`config.mk`:
```
export PLATFORM = sky130hd
export DESIGN_NAME = exec_unit_flat
export DESIGN_NICKNAME = d
export VERILOG_FILES = /design/src/rtl/exec_pkg.sv /design/src/rtl/exec_unit_if.sv /design/src/rtl/muldiv_iter.sv /design/src/rtl/exec_unit.sv /design/src/flat_wrapper.sv
export SDC_FILE = /design/constraint.sdc
export NUM_CORES = 1
export LEC_CHECK = 0
export CORE_MARGIN = 3
export CORE_UTILIZATION = 46
export DETAILED_ROUTE_END_ITERATION = 6
export PLACE_DENSITY = 0.66
export SETUP_SLACK_MARGIN = 0.02
export SLEW_MARGIN = 10
export SYNTH_ARGS = -nofsm -noshare
export SYNTH_HDL_FRONTEND = slang
export SYNTH_SLANG_ARGS = --single-unit
```
`constraint.sdc`:
```
create_clock -name clk -period 8.84 [get_ports clk]
set_clock_uncertainty 0.05 [all_clocks]
set_input_delay 2.652 -clock clk [delete_from_list [all_inputs] [get_ports clk]]
set_output_delay 2.652 -clock clk [all_outputs]
set_load 0.05 [all_outputs]
```
`src/rtl/exec_pkg.sv`:
```
// Shared opcode encodings and FSM state type for the execution stage.
package exec_pkg;

  localparam logic [3:0] OpAnd   = 4'b0000;
  localparam logic [3:0] OpOr    = 4'b0001;
  localparam logic [3:0] OpAdd   = 4'b0010;
  localparam logic [3:0] OpAddu  = 4'b0011;
  localparam logic [3:0] OpSubu  = 4'b0100;
  localparam logic [3:0] OpSlt   = 4'b0101;
  localparam logic [3:0] OpSub   = 4'b0110;
  localparam logic [3:0] OpPass  = 4'b0111;
  localparam logic [3:0] OpMult  = 4'b1000;
  localparam logic [3:0] OpMultu = 4'b1001;
  localparam logic [3:0] OpDiv   = 4'b1010;
  localparam logic [3:0] OpDivu  = 4'b1011;
  localparam logic [3:0] OpNor   = 4'b1100;
  localparam logic [3:0] OpMfhi  = 4'b1101;
  localparam logic [3:0] OpMflo  = 4'b1110;

  typedef enum logic [1:0] {StIdle, StBusy, StFix} state_e;

  // Opcodes 10xx run on the iterative multiply/divide engine.
  function automatic logic is_muldiv(logic [3:0] op);
    return op[3:2] == 2'b10;
  endfunction

endpackage

```
`src/rtl/exec_unit_if.sv`:
```
// Operation-in / result-out handshake bundle of the execution stage.
interface exec_unit_if #(
  parameter int unsigned WIDTH = 32
) ();
  logic             in_valid;
  logic             in_ready;
  logic [3:0]       aluctrl;
  logic [WIDTH-1:0] d1_in;
  logic [WIDTH-1:0] d2_in;
  logic             out_valid;
  logic             out_ready;
  logic [WIDTH-1:0] result;
  logic             zero;
  logic             overflow;
  logic             illegal;
  logic [WIDTH-1:0] hi;
  logic [WIDTH-1:0] lo;

  modport slave (
    input  in_valid, aluctrl, d1_in, d2_in, out_ready,
    output in_ready, out_valid, result, zero, overflow, illegal, hi, lo
  );

  modport master (
    output in_valid, aluctrl, d1_in, d2_in, out_ready,
    input  in_ready, out_valid, result, zero, overflow, illegal, hi, lo
  );
endinterface

```
`src/rtl/muldiv_iter.sv`:
```
// Iterative shift-add multiplier / restoring divider on operand magnitudes,
// with sign correction applied combinationally on the final registers.
module muldiv_iter
  import exec_pkg::*;
#(
  parameter int unsigned WIDTH = 32
) (
  input  logic             clk,
  input  logic             rst,
  input  logic             start_i,
  input  logic [3:0]       op_i,
  input  logic [WIDTH-1:0] a_i,
  input  logic [WIDTH-1:0] b_i,
  output logic             done_o,
  output logic [WIDTH-1:0] hi_o,
  output logic [WIDTH-1:0] lo_o
);
  localparam int unsigned CNT_W = $clog2(WIDTH) + 1;

  logic [CNT_W-1:0]   cnt_q;
  logic [WIDTH-1:0]   acc_q, acc_d, low_q, low_d, m_q, dividend_q;
  logic               div_q, neg_res_q, neg_rem_q, div0_q;
  logic               is_div, is_signed;
  logic [WIDTH-1:0]   mag_a, mag_b;
  logic [WIDTH:0]     sum, shifted;
  logic               fits;
  logic [2*WIDTH-1:0] prod;

  // Decode the starting op and take operand magnitudes for signed forms.
  always_comb begin
    is_div    = (op_i == OpDiv) || (op_i == OpDivu);
    is_signed = (op_i == OpMult) || (op_i == OpDiv);
    mag_a     = (is_signed && a_i[WIDTH-1]) ? -a_i : a_i;
    mag_b     = (is_signed && b_i[WIDTH-1]) ? -b_i : b_i;
  end

  // One iteration: {acc,low} shifts right with add (mul) or left with trial subtract (div).
  always_comb begin
    sum     = {1'b0, acc_q} + {1'b0, m_q};
    shifted = {acc_q, low_q[WIDTH-1]};
    fits    = shifted >= {1'b0, m_q};
    if (div_q) begin
      acc_d = fits ? WIDTH'(shifted - {1'b0, m_q}) : shifted[WIDTH-1:0];
      low_d = {low_q[WIDTH-2:0], fits};
    end else if (low_q[0]) begin
      {acc_d, low_d} = {sum, low_q[WIDTH-1:1]};
    end else begin
      {acc_d, low_d} = {1'b0, acc_q, low_q[WIDTH-1:1]};
    end
  end

  // Operand load on start, then one step per cycle until the counter empties.
  always_ff @(posedge clk) begin
    if (rst) begin
      cnt_q      <= '0;
      acc_q      <= '0;
      low_q      <= '0;
      m_q        <= '0;
      dividend_q <= '0;
      div_q      <= 1'b0;
      neg_res_q  <= 1'b0;
      neg_rem_q  <= 1'b0;
      div0_q     <= 1'b0;
    end else if (start_i) begin
      cnt_q      <= CNT_W'(WIDTH);
      acc_q      <= '0;
      low_q      <= mag_a;
      m_q        <= mag_b;
      dividend_q <= a_i;
      div_q      <= is_div;
      neg_res_q  <= is_signed && (a_i[WIDTH-1] ^ b_i[WIDTH-1]);
      neg_rem_q  <= is_signed && a_i[WIDTH-1];
      div0_q     <= (b_i == '0);
    end else if (cnt_q != '0) begin
      cnt_q <= cnt_q - CNT_W'(1);
      acc_q <= acc_d;
      low_q <= low_d;
    end
  end

  assign done_o = (cnt_q == CNT_W'(1));

  // Sign fix: product/quotient take sign(a)^sign(b), remainder takes sign(a).
  always_comb begin
    prod = {acc_q, low_q};
    if (neg_res_q) prod = -prod;
    if (div_q) begin
      if (div0_q) begin
        lo_o = '1;
        hi_o = dividend_q;
      end else begin
        lo_o = neg_res_q ? -low_q : low_q;
        hi_o = neg_rem_q ? -acc_q : acc_q;
      end
    end else begin
      hi_o = prod[2*WIDTH-1:WIDTH];
      lo_o = prod[WIDTH-1:0];
    end
  end

endmodule

```
`src/rtl/exec_unit.sv`:
```
// Handshaked execution stage: single-cycle ALU, iterative mul/div, HI/LO and
// a registered result with zero/overflow/illegal flags.
module exec_unit
  import exec_pkg::*;
#(
  parameter int unsigned WIDTH = 32
) (
  input logic       clk,
  input logic       rst,
  exec_unit_if.slave bus
);
  state_e           state_q;
  logic             out_valid_q, zero_q, ovf_q, illegal_q;
  logic [WIDTH-1:0] result_q, hi_q, lo_q;
  logic             accept, md_done;
  logic [WIDTH-1:0] md_hi, md_lo;
  logic [WIDTH-1:0] a, b, sum, diff, alu_res;
  logic             alu_ovf, alu_ill;

  assign a            = bus.d1_in;
  assign b            = bus.d2_in;
  assign bus.in_ready = (state_q == StIdle) && (!out_valid_q || bus.out_ready);
  assign accept       = bus.in_valid && bus.in_ready;

  assign bus.out_valid = out_valid_q;
  assign bus.result    = result_q;
  assign bus.zero      = zero_q;
  assign bus.overflow  = ovf_q;
  assign bus.illegal   = illegal_q;
  assign bus.hi        = hi_q;
  assign bus.lo        = lo_q;

  // Single-cycle ALU; mul/div opcodes produce nothing here.
  always_comb begin
    sum     = a + b;
    diff    = a - b;
    alu_res = '0;
    alu_ovf = 1'b0;
    alu_ill = 1'b0;
    case (bus.aluctrl)
      OpAnd:  alu_res = a & b;
      OpOr:   alu_res = a | b;
      OpNor:  alu_res = ~(a | b);
      OpAdd: begin
        alu_res = sum;
        alu_ovf = (a[WIDTH-1] == b[WIDTH-1]) && (sum[WIDTH-1] != a[WIDTH-1]);
      end
      OpAddu: alu_res = sum;
      OpSub: begin
        alu_res = diff;
        alu_ovf = (a[WIDTH-1] != b[WIDTH-1]) && (diff[WIDTH-1] != a[WIDTH-1]);
      end
      OpSubu: alu_res = diff;
      OpPass: alu_res = b;
      OpSlt:  alu_res = {{(WIDTH-1){1'b0}}, $signed(a) < $signed(b)};
      OpMfhi: alu_res = hi_q;
      OpMflo: alu_res = lo_q;
      OpMult, OpMultu, OpDiv, OpDivu: alu_res = '0;
      default: alu_ill = 1'b1;
    endcase
  end

  muldiv_iter #(
    .WIDTH (WIDTH)
  ) u_muldiv (
    .clk     (clk),
    .rst     (rst),
    .start_i (accept && is_muldiv(bus.aluctrl)),
    .op_i    (bus.aluctrl),
    .a_i     (a),
    .b_i     (b),
    .done_o  (md_done),
    .hi_o    (md_hi),
    .lo_o    (md_lo)
  );

  // Control FSM with registered result, flags and HI/LO.
  always_ff @(posedge clk) begin
    if (rst) begin
      state_q     <= StIdle;
      out_valid_q <= 1'b0;
      result_q    <= '0;
      zero_q      <= 1'b0;
      ovf_q       <= 1'b0;
      illegal_q   <= 1'b0;
      hi_q        <= '0;
      lo_q        <= '0;
    end else begin
      if (out_valid_q && bus.out_ready) out_valid_q <= 1'b0;
      case (state_q)
        StIdle: begin
          if (accept) begin
            if (is_muldiv(bus.aluctrl)) begin
              state_q <= StBusy;
            end else begin
              result_q    <= alu_res;
              zero_q      <= (alu_res == '0);
              ovf_q       <= alu_ovf;
              illegal_q   <= alu_ill;
              out_valid_q <= 1'b1;
            end
          end
        end
        StBusy: if (md_done) state_q <= StFix;
        StFix: begin
          hi_q        <= md_hi;
          lo_q        <= md_lo;
          result_q    <= md_lo;
          zero_q      <= (md_lo == '0);
          ovf_q       <= 1'b0;
          illegal_q   <= 1'b0;
          out_valid_q <= 1'b1;
          state_q     <= StIdle;
        end
        default: state_q <= StIdle;
      endcase
    end
  end

endmodule
```
`src/flat_wrapper.sv`:
```
// flat-port wrapper written by rule: the top's interface ports become plain ports
module exec_unit_flat import exec_pkg::*;
#(
  parameter int unsigned WIDTH = 32
)
  (clk, rst, bus_in_valid, bus_aluctrl, bus_d1_in, bus_d2_in, bus_out_ready, bus_in_ready, bus_out_valid, bus_result, bus_zero, bus_overflow, bus_illegal, bus_hi, bus_lo);
  exec_unit_if #(.WIDTH(WIDTH)) bus_i ();
  input logic clk;
  input logic rst;
  input wire logic [$bits(bus_i.in_valid)-1:0] bus_in_valid;
  input wire logic [$bits(bus_i.aluctrl)-1:0] bus_aluctrl;
  input wire logic [$bits(bus_i.d1_in)-1:0] bus_d1_in;
  input wire logic [$bits(bus_i.d2_in)-1:0] bus_d2_in;
  input wire logic [$bits(bus_i.out_ready)-1:0] bus_out_ready;
  output wire logic [$bits(bus_i.in_ready)-1:0] bus_in_ready;
  output wire logic [$bits(bus_i.out_valid)-1:0] bus_out_valid;
  output wire logic [$bits(bus_i.result)-1:0] bus_result;
  output wire logic [$bits(bus_i.zero)-1:0] bus_zero;
  output wire logic [$bits(bus_i.overflow)-1:0] bus_overflow;
  output wire logic [$bits(bus_i.illegal)-1:0] bus_illegal;
  output wire logic [$bits(bus_i.hi)-1:0] bus_hi;
  output wire logic [$bits(bus_i.lo)-1:0] bus_lo;
  assign bus_i.in_valid = bus_in_valid;
  assign bus_i.aluctrl = bus_aluctrl;
  assign bus_i.d1_in = bus_d1_in;
  assign bus_i.d2_in = bus_d2_in;
  assign bus_i.out_ready = bus_out_ready;
  assign bus_in_ready = bus_i.in_ready;
  assign bus_out_valid = bus_i.out_valid;
  assign bus_result = bus_i.result;
  assign bus_zero = bus_i.zero;
  assign bus_overflow = bus_i.overflow;
  assign bus_illegal = bus_i.illegal;
  assign bus_hi = bus_i.hi;
  assign bus_lo = bus_i.lo;
  exec_unit #(.WIDTH(WIDTH)) u_core (.clk(clk), .rst(rst), .bus(bus_i));
endmodule
```
=== Word level (Yosys, flattened, before mapping) ===
Cells that the tools add are included.

* $add $sub $neg: 10
* Multipliers: 0
* Div/mod/pow operators: 0
* Magnitude comparators: 2
* Equality and inequality tests: 26
* Shift-type cells: 0
* Mux-type cells: 41
* Bitwise gates (word level): 4
* Reduce and logical (&&, ||, !) cells: 27

{| class="wikitable"
|+ Operators with widths
! operator !! number
|-
| $mux 32 || 17
|-
| $pmux 32 s9 || 1
|-
| $neg 32->32 || 4
|-
| $logic_not 32->1 || 3
|-
| $mux 64 || 1
|-
| $neg 64->64 || 1
|-
| $pmux 32 s2 || 1
|-
| $sub 32x32->32 || 2
|-
| $add 32x32->33 || 1
|-
| $ge 33x32->1 || 1
|-
| $add 32x32->32 || 1
|-
| $and 32x32->32 || 1
|-
| $lt 32x32->1 || 1
|-
| $not 32->32 || 1
|-
| $or 32x32->32 || 1
|-
| $eq 4x4->1 const B || 7
|-
| $eq 4x3->1 const B || 4
|-
| $reduce_or 15->1 || 1
|-
| $mux 6 || 2
|-
| $mux 1 || 10
|-
| $pmux 1 s2 || 5
|-
| $logic_and 1x1->1 || 9
|-
| $eq 4x2->1 const B || 2
|-
| $eq 6x1->1 const B || 1
|-
| 19 further kinds || 32
|}

* Register bits: 240
* Bits in latches: 0
* Bits in writable memories: 0
* ROM bits: 0
* Input port bits: 72
* Output and inout port bits: 101
* Word-level logic and storage cells: 128
* Memories: 0

=== Depth between registers and ports, before layout ===
Gate-level depths: netlist of run 1.

* Word-level depth: 7
* Depth in mapped cells: 17
* Mapped depth without buffers: 16

=== Hierarchy ===
Synthesis of run 1 repeated with hierarchy kept, for this count alone.

* Cell total of the unflattened synthesis: 3354
* Area total of the unflattened synthesis: 23791.6 um^2

{| class="wikitable"
|+ Modules (own cells, without submodules)
! module !! times used !! cells an instance !! area each (um^2) !! seq. area each (um^2)
|-
| muldiv_iter || 1 || 1896 || 13738.2 || 2762.6
|-
| exec_unit || 1 || 1458 || 10053.4 || 2042.0
|}

=== Worst setup path after synthesis of run 1 ===
No wires, ideal clock.

* Path kind: in2reg
* From: in bus_d2_in[1]
* To: reg u_core.zero_q, in the netlist u_core.bus.zero
* Setup time: 0.087 ns
* Arrival time: 6.178 ns
* Required time: 8.703 ns
* Slack: 2.525 ns
* Stages: 13
* Buffers on the path: 0
* Path through: inv_1 ha_1 a211o_1 o21a_1 a221o_1 a221o_1 or4b_1 or4_1 or4_1 nor3_1 and4_1 nand4_1 o31ai_1

* Cells in the longest elaborated chain, start to end: 7
* Elaborated cells on any way between the ends: 11
* Classes of those cells: add/sub (2); order compare (1); mux (4); bitwise (3); reduce/logical (1)

{| class="wikitable"
|+ RTL lines
! what !! RTL line !! text
|-
| start, declared || flat_wrapper.sv:13 || <nowiki>input wire logic [$bits(bus_i.d2_in)-1:0] bus_d2_in;</nowiki>
|-
| parallel branches: the longest is 2 deep, another holds $sub 32x32->32 || n/a ||
|-
| $pmux 32 s9 * || exec_unit.sv:40 || <nowiki>case (bus.aluctrl)</nowiki>
|-
| $logic_not 32->1 * || exec_unit.sv:97 || <nowiki>zero_q <= (alu_res == '0);</nowiki>
|-
| $mux 1 * || exec_unit.sv:93 || <nowiki>if (is_muldiv(bus.aluctrl)) begin</nowiki>
|-
| $mux 1 * || exec_unit.sv:92 || <nowiki>if (accept) begin</nowiki>
|-
| $pmux 1 s2 * || exec_unit.sv:90 || <nowiki>case (state_q)</nowiki>
|-
| end signal, assigned || exec_unit.sv:97 ||
|-
| end signal, assigned || exec_unit.sv:109 || <nowiki>zero_q <= (md_lo == '0);</nowiki>
|-
| end, declared || exec_unit.sv:13 || <nowiki>logic out_valid_q, zero_q, ovf_q, illegal_q;</nowiki>
|}

Every way passes the cells marked *. The select of a mux whose other input is x is not followed.
A chain may end at the register's enable or synchronous reset.

=== Final worst setup path of run 1 ===
* From: in bus_d2_in[7]
* To: reg u_core.zero_q, in the netlist u_core.bus.zero

Same word-level chain as after synthesis.

==> results of run 1 <==
## cells in the mapped netlist (all sizes together), types with 31 or more instances
cell	count	share of area
a211oi	114	0.037
a21o	36	0.012
a21oi	299	0.064
a22oi	48	0.016
a31oi	33	0.0089
clkbuf	218	0.035
dfxtp	240	0.21
ha	178	0.096
inv	152	0.025
mux2i	61	0.026
nand2	405	0.065
nand2b	31	0.0084
nand3	59	0.013
nor2	306	0.049
nor3	65	0.014
o211ai	61	0.020
o21ai	214	0.046
o31ai	42	0.014
or3	37	0.011
xnor2	134	0.051
xor2	57	0.022
## report_power, final
group / switching, uW / total [uW] / internal, uW
combinational: 2010 / 3100 / 1090
clock: 542 / 1360 / 820
sequential: 222 / 1410 / 1190
total: 2770 / 5870 / 3100
## path summary, 6_finish.rpt
check                                        end  depth (start not counted)
setup / recovery                 u_core.bus.zero                         14
hold / removal    u_core.u_muldiv.dividend_q[23]                          2
setup reg to reg               u_core.bus.hi[24]                         15
hold reg to reg   u_core.u_muldiv.dividend_q[23]                          2
## layer usage
metal | vias to the layer above | share of wire | wire [um]
li1 | 11900 | - | -
met1 | 12600 | 0.41 | 45500
met2 | 1472 | 0.43 | 46900
met3 | 211 | 0.11 | 12300
met4 | 0 | 0.050 | 5460
met5 | - | 0 | 0
## layout make-up
class / count / area [sq um]
Timing Repair Buffer: 227 / 2140
Sequential cell: 240 / 4810
Tap cell: 664 / 831
Multi-Input combinational cell: 2627 / 17000
Antenna cell: 2 / 5.00
Clock inverter: 13 / 225
Fill cell: 4769 / 22900
Inverter: 154 / 578
Clock buffer: 41 / 852
## cell families after synthesis
kind of cell             count (synthesis)  synth area share
AO/OA/AOI/OAI                         1096             0.311
AND/OR/NAND/NOR                       1095             0.218
buffers and inverters                  399            0.0651
flip-flops                             240             0.207
XOR/XNOR                               191            0.0720
adder cells (fa/ha/maj)                182            0.0994
multiplexers                            63            0.0273
## placed cells by master (no fill, tap or decap), drive strengths merged, types with 11 or more instances in the layout
cell and count:
mux2i 61, a222oi 16, nand2b 31, a221oi 20, clkbuf 41, o21ai 214, a21oi 299, or4 21
inv 153, nor2 306, ha 178, clkdlybuf4s50 171, xor2 57, dfxtp 240, o221ai 15, nand3 59
buf 56, nor4 27, o21bai 20, and2 17, o31a 12, o21a 19, and3 16, a31oi 33
a22oi 48, nand2 405, a211oi 114, nor2b 29, or3 37, o31ai 42, a21o 36, o211ai 61
nand3b 12, nor3 65, nand4 26, a211o 11, or2 17, xnor2 134
## flip-flops by register name (all words and copies together), names as in the netlist
signal	cells
u_core.state_q	2
u_core.bus.zero	1
u_core.bus.result	32
u_core.u_muldiv.m_q	32
u_core.u_muldiv.dividend_q	32
u_core.u_muldiv.cnt_q	6
u_core.u_muldiv.div_q	1
u_core.bus.illegal	1
u_core.u_muldiv.neg_rem_q	1
u_core.bus.out_valid	1
u_core.u_muldiv.low_q	32
u_core.u_muldiv.acc_q	32
u_core.u_muldiv.neg_res_q	1
u_core.bus.overflow	1
u_core.u_muldiv.div0_q	1
u_core.bus.lo	32
u_core.bus.hi	32
## critical path, delay by kind of cell
kind            cells  cell delay [ns]
compound gates      7             3.22
simple gates        4             0.60
buf+inv             2             0.89
fa+ha+maj           1             0.49
## per-stage QoR
step	std cells	hold slack, ns	cell area, sq um
after floorplan	3266	0.383	23200
after global placement	3912	0.395	25300
after detailed placement	3912	0.397	25300
after CTS	3966	0.405	26400
after global routing	3966	0.420	26400
final	3968	0.402	26400
==> summary.md, run 1 <==
| Metric | Value |
|---|---|
| Outcome | complete, no violations |
| Worst Setup End Kind | flip-flop |
| DR vias/cell | 6.58 |
| # resized after CTS | 0 |
| Worst setup startpoint | bus_d2_in[7] |
| Actual slew at the worst max-slew pin | 1.24 ns |
| Reg-to-reg setup timing slack | 3.36 ns |
| Antenna violations before repair | 1 |
| Max Cap Viol | 0 |
| GR Util met1 | 0.537 |
| Met3 usage | 0.100 |
| Setup-failing EPs final | 0 |
| Grt peak-use layer | met2 |
| Max FO, Critical Path | 13 |
| Synth unique cells | 86 |
| Congestion Overflow GR | 0 |
| Leakage | 0.00993 uW |
| CORE AREA | 49,400 sq um |
| Syn Nets | 3,520 |
| Ys flop type | dfxtp_1 |
| Clock slew at reported path FFs | about 0.06 ns |
| Initial core utilization | 0.470 |
| P&R area growth vs syn | 13.8% |
| Tmin final | 7.38 ns |
| Min-delay src | u_core.u_muldiv.dividend_q[23] |
| DR vias | 26,100 |
| Final Wtd Congestion | 1.04 |
| Final nets | 3,534 |
| Pre-CTS setup slack | 1.04 ns |
| Routed Antenna Nets | 0 |
| Die Y | 231 um |
| Cts hold-fix bufs | 0 |
| Worst-skew pair later-pin latency | about 0.62 ns |
| Post-CTS Setup Inserts | 0 |
| Crit share post-route | 0.835 |
| Fin Setup TNS | 0 ns |
| CP max stage delay | around 1.0 ns |
| WP data arrival | 7.87 ns |
| Final Max Tran Viols | 0 |
| Met2 Use GR | 0.606 |
| Via count of the first global-routing pass | 24,600 |
| Syn Inst Count | approximately 3,300 |
| Post-synthesis cell area | 23,200 sq um |
| Core Util, Final | 0.535 |
| Post-synth ARST share | 0 |
| #FFs+latches synth | 240 |
| Io pins | 173 |
| Die area | around 53,000 sq um |
| Fin worst setup slack | ~1.5 ns |
| Crit Path Class | input pin to flip-flop |
| RSZ-0062 raised after global routing | no |
| Register area share after synthesis | 0.207 |
| Pre-antenna DRT Iters | 7 |
| First-pass GRT wire length | 161,000 um |
| Final hold violation count | 0 |
| Layout cells sized above 1 | 0.0509 |
| IO buf count | roughly 170 |
| Num rows | 81 |
| Root buffer cell | clkbuf_16 |
| Peak supply drop | 245 uV |
| Mean Syn Cell Area | around 7.1 sq um |
| Slew HR | 0.157 |
| Largest net degree at the start of global routing | 86 |
| Die X | approximately 230 um |
| Number of flops mapped to enable cells by yosys | 0 |
| Required time of the critical path | 9.32 ns |
| CTS Sinks | 240 |
| DR WL/cell | 27.8 um |
| Power, Total | 5870 uW |
| Crit-path cells | clkdlybuf4s50_1 > inv_1 > ha_1 > a211o_1 > o311ai_1 > a21boi_0 > a31oi_1 > o21ai_0 > and2_1 > a311oi_1 > nand2_1 > nor2_1 > nand4_1 > o31ai_1 |
| Startpoint class of the critical path | input pin |
| Global-route usage over all layers | 0.398 |
| CTS tree | yes |
| PwrDens | 222 nW/um^2 |
| Slowest stage cell, crit path | o311ai_1 |
| Num CTS Buffers | 30 |
| Yosys warns | 0 |
| HPWL Detailed | 85,600 um |
| Drc violations | 0 |
| R2r startpoint | u_core.u_muldiv.low_q[0] |
| Clock Path Buffers | 3 |
| Maximum clock rate | 0.135 GHz |
| HP Class | flip-flop to flip-flop |
| Routed WL | 110,000 um |
| Drt first-iter violations | ~3,500 |
| H-Tree Depth | 1 |
(Power assumes the default switching activity.)
==> run 2: changes to the inputs <==
- clock period: 8.84 -> 6.8 ns (I/O delays scaled with it)
==> run 2 against run 1 <==
The run now ends with DRC left. Sequential power up 30%. Register-to-register slack got worse by 1.9 ns. Wire length is 1.7% higher. Critical endpoint unchanged.
==> summary.md, run 2 (same netlist as run 1, synthesis figures left out) <==
| Metric | Value |
|---|---|
| Largest net degree at the start of global routing | 154 (+79%) |
| Num CTS Buffers | 29 (-3.3%) |
| Routed Antenna Nets | 0 (unchanged) |
| CORE AREA | 49,400 sq um (unchanged) |
| DR vias | 26,700 (+2.1%) |
| RSZ-0062 raised after global routing | no |
| Outcome | finished, violations left |
| Via count of the first global-routing pass | 25,200 (+2.7%) |
| Die area | 53,200 sq um (unchanged) |
| Switching pwr | 3610 uW (+30%) |
| Worst Setup End Kind | flip-flop |
| CP bufs+invs | 2 (unchanged) |
| Actual slew at the worst max-slew pin | 1.25 ns (+0.00981 ns) |
| Register area | 4810 sq um (unchanged) |
| Crit-path cells | clkdlybuf4s50_1 > ha_1 > buf_4 > a211o_1 > o21a_1 > a221o_1 > a221o_1 > or4b_1 > or4_1 > or4_1 > nor3_1 > and4_1 > nand4_1 > o31ai_1 |
| Number of diodes | 0 (-2) |
| Maximum clock rate | 0.157 GHz |
| H-Tree Depth | 1 (unchanged) |
| Crit path max-delay family | simple AND/OR/NAND/NOR gates |
| Clock slew at reported path FFs | 0.06 ns (about the same) |
| CP max stage delay | 0.61 ns (-0.40 ns) |
| Pre-antenna DRT Iters | 7 (unchanged) |
| DR vias/cell | 6.54 (-0.74%) |
| Layout cells sized above 1 | 0.0823 (+0.0314) |
| HPWL Detailed | 87,900 um (+2.6%) |
| Required time of the critical path | 7.24 ns (-2.08 ns) |
| Post-CTS Setup Inserts | 0 (unchanged) |
| Failing checks | DRC |
| Initial core utilization | 0.470 (unchanged) |
| PwrDens | 281 nW/um^2 (+27%) |
| Post-Layout Inst Area | 27,300 sq um (+3.3%) |
| Most frequent cells in the layout | nand2_1 (405), nor2_1 (303), a21oi_1 (299) |
| Max FO, Critical Path | 3 (-10) |
| Fin Setup TNS | 0 ns (unchanged) |
| Num rows | 81 (unchanged) |
| Congestion Overflow GR | 0 (unchanged) |
| First-pass GRT wire length | 163,000 um (+1.1%) |
| Die X | 231 um (unchanged) |
| Drt first-iter violations | 3,461 (-1.5%) |
| IO buf count | 172 (unchanged) |
| Final Max Tran Viols | 0 (unchanged) |
| # resized after CTS | 0 (unchanged) |
| Leakage | 0.0105 uW (+5.6%) |
| Reg power frac | 0.239 (about the same) |
| Antenna violations before repair | 1 (unchanged) |
| Final Wtd Congestion | 1.05 (+1.4%) |
| Routed WL | 112,000 um (+1.7%) |
| Startpoint class of the critical path | input pin |
| Crit share post-route | 0.938 |
| CTS Sinks | 240 (unchanged) |
| Max Cap Viol | 0 (unchanged) |
| Slowest stage cell, crit path | or4b_1 |
| Final nets | 3,648 (+3.2%) |
| Cts hold-fix bufs | 0 (unchanged) |
| Internal power | 4060 uW (+31%) |
| Worst-skew pair later-pin latency | 0.58 ns (-0.04 ns) |
| Root buffer cell | clkbuf_16 |
| P&R area growth vs syn | 17.5% |
| WP data arrival | 6.82 ns (-1.05 ns) |
| Setup-failing EPs final | 0 (unchanged) |
| Switching share of total power | 0.471 (-0.00122) |
| Placed Area | 26,300 sq um (+3.6%) |
| DR WL/cell | 27.5 um (-1.1%) |
| Slew HR | 0.163 (+0.00543) |
| Comb pwr share | 0.539 (+0.011) |
| Core Util, Final | 0.553 (+0.0176) |
| Crit Path Class | input pin to flip-flop |
| Tmin final | 6.38 ns |
| Die Y | 231 um (unchanged) |
| Multi-input logic area | 17,000 sq um (about the same) |
| Global-route usage over all layers | 0.404 (+0.00554) |
| Io pins | 173 (unchanged) |
| Fill cells | 4,757 (-0.25%) |
| HP Class | flip-flop to flip-flop |
| Most common cell after layout, fill and taps aside | nand2_1 |
| Clock Path Buffers | 3 (unchanged) |
| Drc violations | 4 (+4) |
| Peak supply drop | 209 uV (-15%) |
| Final hold violation count | 0 (unchanged) |
| Clk pwr share | 0.222 (-0.010) |
| CTS tree | yes |
## run 2: cell type report
cell class,instances,share of cell area
clock buffer,39,0.0298
clock inverter,14,0.00789
inverter,154,0.0212
multi-input combinational,2627,0.622
sequential,240,0.176
tap,664,0.0304
timing repair buffer,342,0.112
## run 2: power by group through the flow
stage / clock (uW) / combinational (uW) / sequential [uW]
6_report: 1700 / 4140 / 1830
5_1_grt: 1770 / 4500 / 1850
4_1_cts: 1720 / 4030 / 1820
3_5_place_dp: 0 / 3980 / 1850
3_3_place_gp: 0 / 3920 / 1840
2_1_floorplan: 0 / 2840 / 1750
## run 2: path summary, 6_finish.rpt
check                                                    start                        endpoint  slack [ns]  depth (start not counted)
worst min register to register  u_core.u_muldiv.dividend_q[15]  u_core.u_muldiv.dividend_q[15]        0.40                          2
worst min-delay path            u_core.u_muldiv.dividend_q[15]  u_core.u_muldiv.dividend_q[15]        0.40                          2
worst max-delay path                              bus_d2_in[0]                 u_core.bus.zero        0.42                         14
worst max register to register        u_core.u_muldiv.low_q[5]               u_core.bus.hi[31]        1.48                         12
## run 2: worst register-to-register path, delay by kind of cell (launching register included)
| kind | cells | cell delay, ns |
|---|---|---|
| flops | 1 | 0.43 |
| simple gates | 8 | 3.59 |
| compound gates | 3 | 0.98 |
| xor+xnor | 1 | 0.17 |
## run 2: per-stage QoR
| stage | hold slack, ns | setup WS [ns] | total power (uW) | cells |
|---|---|---|---|---|
| final | 0.402 | 0.424 | 7680 | 4080 |
| after CTS | 0.405 | 0.517 | 7570 | 4080 |
| after floorplan | 0.383 | 1.10 | 4590 | 3266 |
| after global routing | 0.423 | 0.285 | 8120 | 4080 |
| after detailed placement | 0.396 | -0.0702 | 5830 | 4027 |
| after global placement | 0.393 | -0.0493 | 5760 | 4027 |
## run 2: layer usage
| layer | track usage | vias up | wire [um] |
|---|---|---|---|
| met5 | 0 | - | 44 |
| met1 | 0.545 | 12800 | 46700 |
| li1 | - | 12100 | - |
| met4 | 0.167 | 8 | 5520 |
| met3 | 0.0976 | 257 | 12300 |
| met2 | 0.616 | 1536 | 47500 |
